`src/rtl/sn74ls197_ctl.sv`:
```
// sn74ls197_ctl: clears, presets and steps one '197 ripple counter to a target, checking its outputs after each settle window.
module sn74ls197_ctl #(
  parameter int HALF   = 2,
  parameter int SETTLE = 3
) (
  input  logic       clk,
  input  logic       rst,
  input  logic       start,
  input  logic       abort,
  input  logic [3:0] preset,
  input  logic [3:0] target,
  output logic       busy,
  output logic       done,
  output logic       err,
  output logic [3:0] steps,
  output logic       ctr_clr_n,
  output logic       ctr_load_n,
  output logic [3:0] ctr_d,
  output logic       ctr_clk1,
  input  logic [3:0] ctr_q
);
  typedef enum logic [2:0] {IDLE, CLR, LOAD, SET, CLK_HI, CLK_LO, DN} state_t;
  state_t state, nxt;
  logic [7:0] cnt;
  logic [3:0] shadow, tgt;
  logic last_half, last_set, bad;
  assign last_half = cnt == 8'(HALF - 1);
  assign last_set  = cnt == 8'(SETTLE - 1);
  assign bad       = ctr_q != shadow;
  always_comb begin
    nxt = state;
    case (state)
      IDLE:    nxt = start ? CLR : IDLE;
      CLR:     nxt = last_half ? LOAD : CLR;
      LOAD:    nxt = last_half ? SET : LOAD;
      SET:     nxt = !last_set ? SET : (bad || shadow == tgt) ? DN : CLK_HI;
      CLK_HI:  nxt = last_half ? CLK_LO : CLK_HI;
      CLK_LO:  nxt = last_half ? SET : CLK_LO;
      default: nxt = IDLE;
    endcase
    if (abort) nxt = IDLE;
  end
  // pins are registered from the next state so they change together with it
  always_ff @(posedge clk) begin
    if (rst) begin
      state      <= IDLE;
      cnt        <= '0;
      busy       <= 1'b0;
      done       <= 1'b0;
      err        <= 1'b0;
      steps      <= '0;
      ctr_clr_n  <= 1'b0;
      ctr_load_n <= 1'b1;
      ctr_clk1   <= 1'b0;
      ctr_d      <= '0;
      shadow     <= '0;
      tgt        <= '0;
    end else begin
      state      <= nxt;
      cnt        <= (nxt != state) ? 8'd0 : cnt + 8'd1;
      busy       <= nxt != IDLE;
      done       <= nxt == DN;
      ctr_clr_n  <= nxt != CLR;
      ctr_load_n <= nxt != LOAD;
      ctr_clk1   <= nxt == CLK_HI;
      if (state == IDLE && nxt == CLR) begin
        ctr_d  <= preset;
        shadow <= preset;
        tgt    <= target;
        steps  <= '0;
        err    <= 1'b0;
      end
      if (state == CLK_HI && nxt == CLK_LO) begin
        shadow <= shadow + 4'd1;
        steps  <= steps + 4'd1;
      end
      if (state == SET && nxt == DN && bad) err <= 1'b1;
    end
  end
endmodule

```
`config.mk`:
```
export PLATFORM = sky130hd
export DESIGN_NAME = sn74ls197_ctl
export DESIGN_NICKNAME = d
export VERILOG_FILES = /design/src/rtl/sn74ls197_ctl.sv
export SDC_FILE = /design/constraint.sdc
export NUM_CORES = 1
export LEC_CHECK = 0
export CAP_MARGIN = 20
export CORE_MARGIN = 2
export CORE_UTILIZATION = 31
export CTS_CLUSTER_SIZE = 16
export DETAILED_ROUTE_END_ITERATION = 7
export SLEW_MARGIN = 0
export SYNTH_ARGS = -nofsm -noshare
export SYNTH_HDL_FRONTEND = slang
export SYNTH_SLANG_ARGS = --single-unit
export TNS_END_PERCENT = 10
```
`constraint.sdc`:
```
create_clock -name clk -period 4.3 [get_ports clk]
set_input_delay 0.645 -clock clk [delete_from_list [all_inputs] [get_ports clk]]
set_output_delay 0.645 -clock clk [all_outputs]
set_load 0.01 [all_outputs]
```
==> metrics.csv, run 1 <==
metric,value,unit
status,"finished, final reports clean",
Slew Limit Fails,0,
R2R cell count,6,
post-synthesis xor/xnor area fraction,7.169,%
Pre-Repair DR Iteration Count,4,
Clock Power Share,41.9,%
Initial DRC Count,80,
R2R setup slack,2.10,ns
CORE AREA,5405,um^2
Synth async-reset ratio,0,%
CTS max path bufs,2,
Worst Skew,0.009356,ns
Site Rows,27,
total power divided by cell area,330.8,nW/um^2
setup TNS,0,ns
multiplexer share of the synthesized area,1.829,%
Switching Power,0.1671,mW
Reg area,660.6,um^2
Placed Cells incl. Taps,287,
period utilization,55.24,%
Synth Instances,193,
Setup CP Type,input port to flip-flop,
initial core utilization,31.64,%
final hold vios,0,
Syn Std Cell Area,1710,um^2
largest family of logic cells by synthesized area,simple AND/OR/NAND/NOR gates,
critical path peak fanout,21,
Final WS setup,1.925,ns
GRT Overall Usage,13.10,%
clk sinks,33,
Pint,0.5510,mW
"Distinct cells, synth",51,
setup bufs post-CTS,0,
Post-Syn Nets,214,
Sw Ratio,23.27,%
Worst VDD drop,0.2213,mV
H-Tree Depth,2,
clock transition at the registers of the reported paths,0.07,ns
CTS buffer count,5,
Flop pwr share,45.5,%
average size of a mapped cell,8.862,um^2
ANT nets after route,0,
minimum clock period,2.375,ns
post-placement worst setup slack,1.582,ns
RR Endpoint,steps[3],
reg-to-reg startpoint,cnt[0],
GPL Wtd Cong,0.7473,
share of layout cells above drive strength 1,11.21,%
yosys warns,0,
Worst Hold Class,flip-flop to flip-flop,
RSZ-0062 raised after global routing,false,
Worst Setup SP,rst,
Yosys reg bits,33,
"Setup violations, final",0,
actual slew at the worst max-slew pin,0.7685,ns
Post-synth top flop,dfxtp_1,
Die Ht,78.28,um
relative slew slack,48.60,%
largest net degree at the start of global routing,22,
simple-gate share of the synthesized area,27.51,%
Finished Cell Area,2171,um^2
fin cells,295,
# IOs,30,
post-synthesis adder-cell area fraction,3.658,%
Setup crit end,cnt[2],
CP arrival,2.60,ns
hold path cells,2,
vias per inst,4.902,
DRC viols,0,
post-synthesis sequential area ratio,38.62,%
Compound-Gate Fraction of Synth Area,17.56,%
later-pin clock latency in the skew report,0.28,ns
Max Cap Viol,0,
Filler Cell Count,550,
DP HPWL,2732,um
IO Port Bufs,29,
via count,1446,
Die Wd,78.28,um
Synth-to-Final Area Change,26.92,%
DP Area,2054,um^2
Comb power frac,12.6,%
CP Capture Type,flip-flop,
final net count,243,
P_leak,0.7788,nW
CP startpoint kind,input port,
CTS tree,built,
number of global-route vias before repair,1357,
Worst Path Required,4.52,ns
hold-fix buffers at CTS,0,
final WL,3701,um
first-pass GRT wire length,6417,um
CTS resizes,0,
n_diodes,0,
initial antenna violation count,0,
area taken by multi-input logic gates,987.2,um^2
Root Buffer,clkbuf_8,
GRT overflow,0,
die area,6128,um^2
WL/cell,12.55,um
Total Power,0.7182,mW
Max Fclk,421.0,MHz
"EDFF count, synth",0,
==> cell usage in the layout, fill, tap and decap left out, types with 6 or more instances in the layout <==
cell type,netlist,routed
dfxtp_1,33,33
clkdlybuf4s50_1,0,29
nand2_1,20,20
a21oi_1,16,16
nor2_1,16,16
nor3_1,7,7
xnor2_1,7,7
xor2_1,7,7
nand3_1,7,7
clkbuf_8,0,6
==> sequential cells by signal (all words and copies together), names as in the netlist <==
register,cells
busy,1
cnt,8
ctr_clk1,1
ctr_clr_n,1
ctr_d,4
ctr_load_n,1
done,1
err,1
shadow,4
state,3
steps,4
tgt,4
==> area by class of cell <==
class	instances	share of cell area, %
Timing Repair Buffer	30	13.72
Clock inverter	1	1.383
Clock buffer	7	3.977
Multi-Input combinational cell	147	45.48
Sequential cell	33	30.43
Tap cell	72	4.150
Inverter	5	0.8646
==> logic make-up (layout without fill, tap and decap cells) <==
| group | Yosys count | in the layout |
|---|---|---|
| adders and majority gates | 5 | 5 |
| buffers and inverters | 13 | 43 |
| DFF | 33 | 33 |
| xor gates and xnor gates | 14 | 14 |
| AOI/OAI and AO/OA | 42 | 42 |
| muxes | 3 | 3 |
| and+or+nand+nor | 83 | 83 |
==> synthesized netlist by cell type (all sizes together) (2+ instances only) <==
library cell  instances  area [um^2]
a211oi                2        15.01
a21oi                16        80.08
a31o                  2        17.52
a31oi                 3        25.02
and2                  2        12.51
and3                  4        28.78
buf                   2        16.26
clkbuf                5        18.77
dfxtp                33        660.6
ha                    5        62.56
inv                   5        18.77
mux2i                 2        20.02
nand2                21        86.33
nand2b                5        31.28
nand3                 7        35.03
nand3b                2        15.01
nand4                 3        18.77
nor2                 17        66.32
nor2b                 4        25.02
nor3                  8        51.30
nor3b                 3        33.78
nor4                  3        33.78
o21ai                 8        40.04
xnor2                 7        61.31
xor2                  7        61.31
==> metrics by stage <==
stage	hold WS (ns)	util, %
6_report	0.4553	40.16
5_1_grt	0.4794	40.16
2_1_floorplan	0.4447	-
3_5_place_dp	0.4491	38.01
3_3_place_gp	0.4448	38.01
4_1_cts	0.4593	40.16
==> power by group through the flow <==
| stage | Combinational (mW) | Sequential (mW) | Clock, mW |
|---|---|---|---|
| 2_1_floorplan | 0.0599 | 0.331 | 0 |
| 3_3_place_gp | 0.0907 | 0.334 | 0 |
| 3_5_place_dp | 0.0909 | 0.334 | 0 |
| 4_1_cts | 0.0913 | 0.327 | 0.309 |
| 5_1_grt | 0.100 | 0.329 | 0.330 |
| 6_report | 0.0906 | 0.327 | 0.301 |
==> worst min-delay path by stage <==
stage / start / end / slack, ns
after floorplan: cnt[0] / cnt[0] / 0.44
after global placement: ctr_d[3] / ctr_d[3] / 0.44
after detailed placement: ctr_d[0] / ctr_d[0] / 0.45
after CTS: ctr_d[0] / ctr_d[0] / 0.46
after global routing: ctr_d[0] / ctr_d[0] / 0.48
final: ctr_d[0] / ctr_d[0] / 0.46
==> worst max-delay path: stages <==
cell and delay (ns):
clkdlybuf4s50_1 0.80, a21oi_1 0.31, nand2_1 0.08, a2111o_1 0.44
o21bai_4 0.22, nor2_2 0.09
==> routing by layer <==
layer / vias to the layer above / part of all wire (%) / track usage [%] / wire length, um
met5: - / 0 / 0 / 0
met4: 0 / 0.43 / 3.684 / 16
met3: 2 / 4.4 / 3.448 / 163
met2: 29 / 43 / 19.66 / 1585
met1: 667 / 52 / 18.52 / 1935
li1: 748 / - / - / -
Power figures use the tool's default switching activity.
==> run 2: changes to the inputs <==
==> constraint.sdc (replaced) <==
create_clock -name clk -period 2.1 [get_ports clk]
set_input_delay 0.315 -clock clk [delete_from_list [all_inputs] [get_ports clk]]
set_output_delay 0.315 -clock clk [all_outputs]
set_load 0.01 [all_outputs]
==> run 2 against run 1 <==
Net effect: setup slack got worse by 1.8 ns; register-to-register slack got worse by 1.9 ns; largest cell class unchanged; critical path type is now flip-flop to flip-flop; first-iteration DRC count decreased by 19%.
==> metrics.csv, run 2 (synthesized netlist as in run 1, its figures left out) <==
metric,value,unit
Placed Cells incl. Taps,302,
WL/cell,12.07,um
Slew Limit Fails,0,
CTS resizes,0,
ANT nets after route,0,
later-pin clock latency in the skew report,0.28,ns
Biggest register,cnt,
hold-fix buffers at CTS,0,
n_diodes,0,
Total Power,1.483,mW
Setup CP Type,flip-flop to flip-flop,
Pint,1.147,mW
Max Cap Viol,0,
CP Cell Sequence,buf_4 -> or3b_2 -> nor3_1 -> buf_4 -> nand2_1 -> nor3b_1 -> nor3_1,
Worst Hold Class,flip-flop to flip-flop,
Worst Path Required,2.31,ns
CP top delay family,simple AND/OR/NAND/NOR gates,
CTS tree,built,
GRT overflow,0,
actual slew at the worst max-slew pin,0.5318,ns
GRT Overall Usage,13.06,%
final WL,3741,um
first-pass GRT wire length,6382,um
CP arrival,2.14,ns
"commonest non-fill, non-tap cell in the layout",dfxtp_1,
CTS buffer count,5,
CP Capture Type,flip-flop,
Flop pwr share,45.0,%
"commonest cells after routing, fill and taps aside","dfxtp_1 (33), clkdlybuf4s50_1 (29), nand2_1 (20)",
initial antenna violation count,0,
Filler Cell Count,550,
clk sinks,33,
Root Buffer,clkbuf_8,
CORE AREA,5405,um^2
die area,6128,um^2
final hold vios,0,
number of global-route vias before repair,1458,
relative slew slack,63.63,%
Die Wd,78.28,um
GPL Wtd Cong,0.7494,
P_leak,0.8549,nW
fin cells,310,
CP peak stage delay,0.47,ns
Slowest cell on crit path,or3b_2,
Max Fclk,519.1,MHz
CP startpoint kind,flip-flop,
total power divided by cell area,649.7,nW/um^2
area taken by multi-input logic gates,987.2,um^2
Comb power frac,14.2,%
RSZ-0062 raised after global routing,false,
Pre-Repair DR Iteration Count,4,
Worst VDD drop,0.3112,mV
H-Tree Depth,2,
IO Port Bufs,29,
Die Ht,78.28,um
# IOs,30,
clock transition at the registers of the reported paths,0.07,ns
status,"finished, final reports clean",
largest net degree at the start of global routing,21,
max reg flops,8,
Reg area,660.6,um^2
via count,1494,
buffer and inverter count on the worst path,2,
Synth-to-Final Area Change,33.50,%
vias per inst,4.819,
Initial DRC Count,65,
CTS max path bufs,2,
period utilization,91.74,%
share of layout cells above drive strength 1,16.81,%
setup bufs post-CTS,0,
"Setup violations, final",0,
minimum clock period,1.926,ns
Switching Power,0.3363,mW
Site Rows,27,
Worst Skew,0.009572,ns
DRC viols,0,
Clock Power Share,40.9,%
final net count,258,
DP HPWL,2827,um
initial core utilization,31.64,%
Sw Ratio,22.67,%
critical path peak fanout,8,
-- run 2: cell types whose count changed in the layout (fill, tap and decap cells not counted) --
cell	change
buf_4	+15
-- run 2: worst paths after layout --
| kind | depth (start not counted) | end | from | slack (ns) |
|---|---|---|---|---|
| hold / removal | 2 | ctr_d[2] | ctr_d[2] | 0.45 |
| setup / recovery | 7 | shadow[2] | state[1] | 0.17 |
| hold reg to reg | 2 | ctr_d[2] | ctr_d[2] | 0.45 |
| setup reg to reg | 7 | shadow[2] | state[1] | 0.17 |
-- run 2: metal layers --
layer / share of wire, % / global-route usage [%]
met5: 0 / 0
met4: 1.2 / 5.965
met1: 47 / 16.56
met2: 47 / 20.69
met3: 4.7 / 3.563
-- run 2: power by group through the flow --
stage	clock network [mW]	registers [mW]	logic [mW]
final	0.606	0.667	0.210
after global routing	0.655	0.670	0.234
after CTS	0.627	0.668	0.212
after detailed placement	0	0.681	0.211
after global placement	0	0.682	0.211
after floorplan	0	0.678	0.123
-- run 2: final cells by class --
cell class / count / share of cell area, %
clock buffers: 7 / 3.781
flip-flops and latches: 33 / 28.93
clock inverters: 1 / 1.315
inverters: 5 / 0.8219
multi-input cells: 147 / 43.23
well taps: 72 / 3.945
repair buffers: 45 / 17.97
-- run 2: tightest hold or removal path: cells and delay by family (launching register included) --
| kind | cells | cell delay, ns |
|---|---|---|
| AO/OA/AOI/OAI | 1 | 0.05 |
| flip-flops | 1 | 0.31 |
| AND/OR/NAND/NOR | 1 | 0.05 |
-- run 2: stage by stage --
| stage | hold slack, ns | area (um^2) | setup TNS, ns | util (%) | worst slack [ns] |
|---|---|---|---|---|---|
| after global placement | 0.4438 | 2167 | 0 | 40.09 | 0.03153 |
| after detailed placement | 0.4470 | 2167 | -0.05513 | 40.09 | -0.04018 |
| after global routing | 0.4708 | 2283 | 0 | 42.25 | 0.02701 |
| after floorplan | 0.4447 | 1710 | 0 | - | 0.1923 |
| final | 0.4545 | 2283 | 0 | 42.25 | 0.1735 |
| after CTS | 0.4570 | 2283 | 0 | 42.25 | 0.1604 |
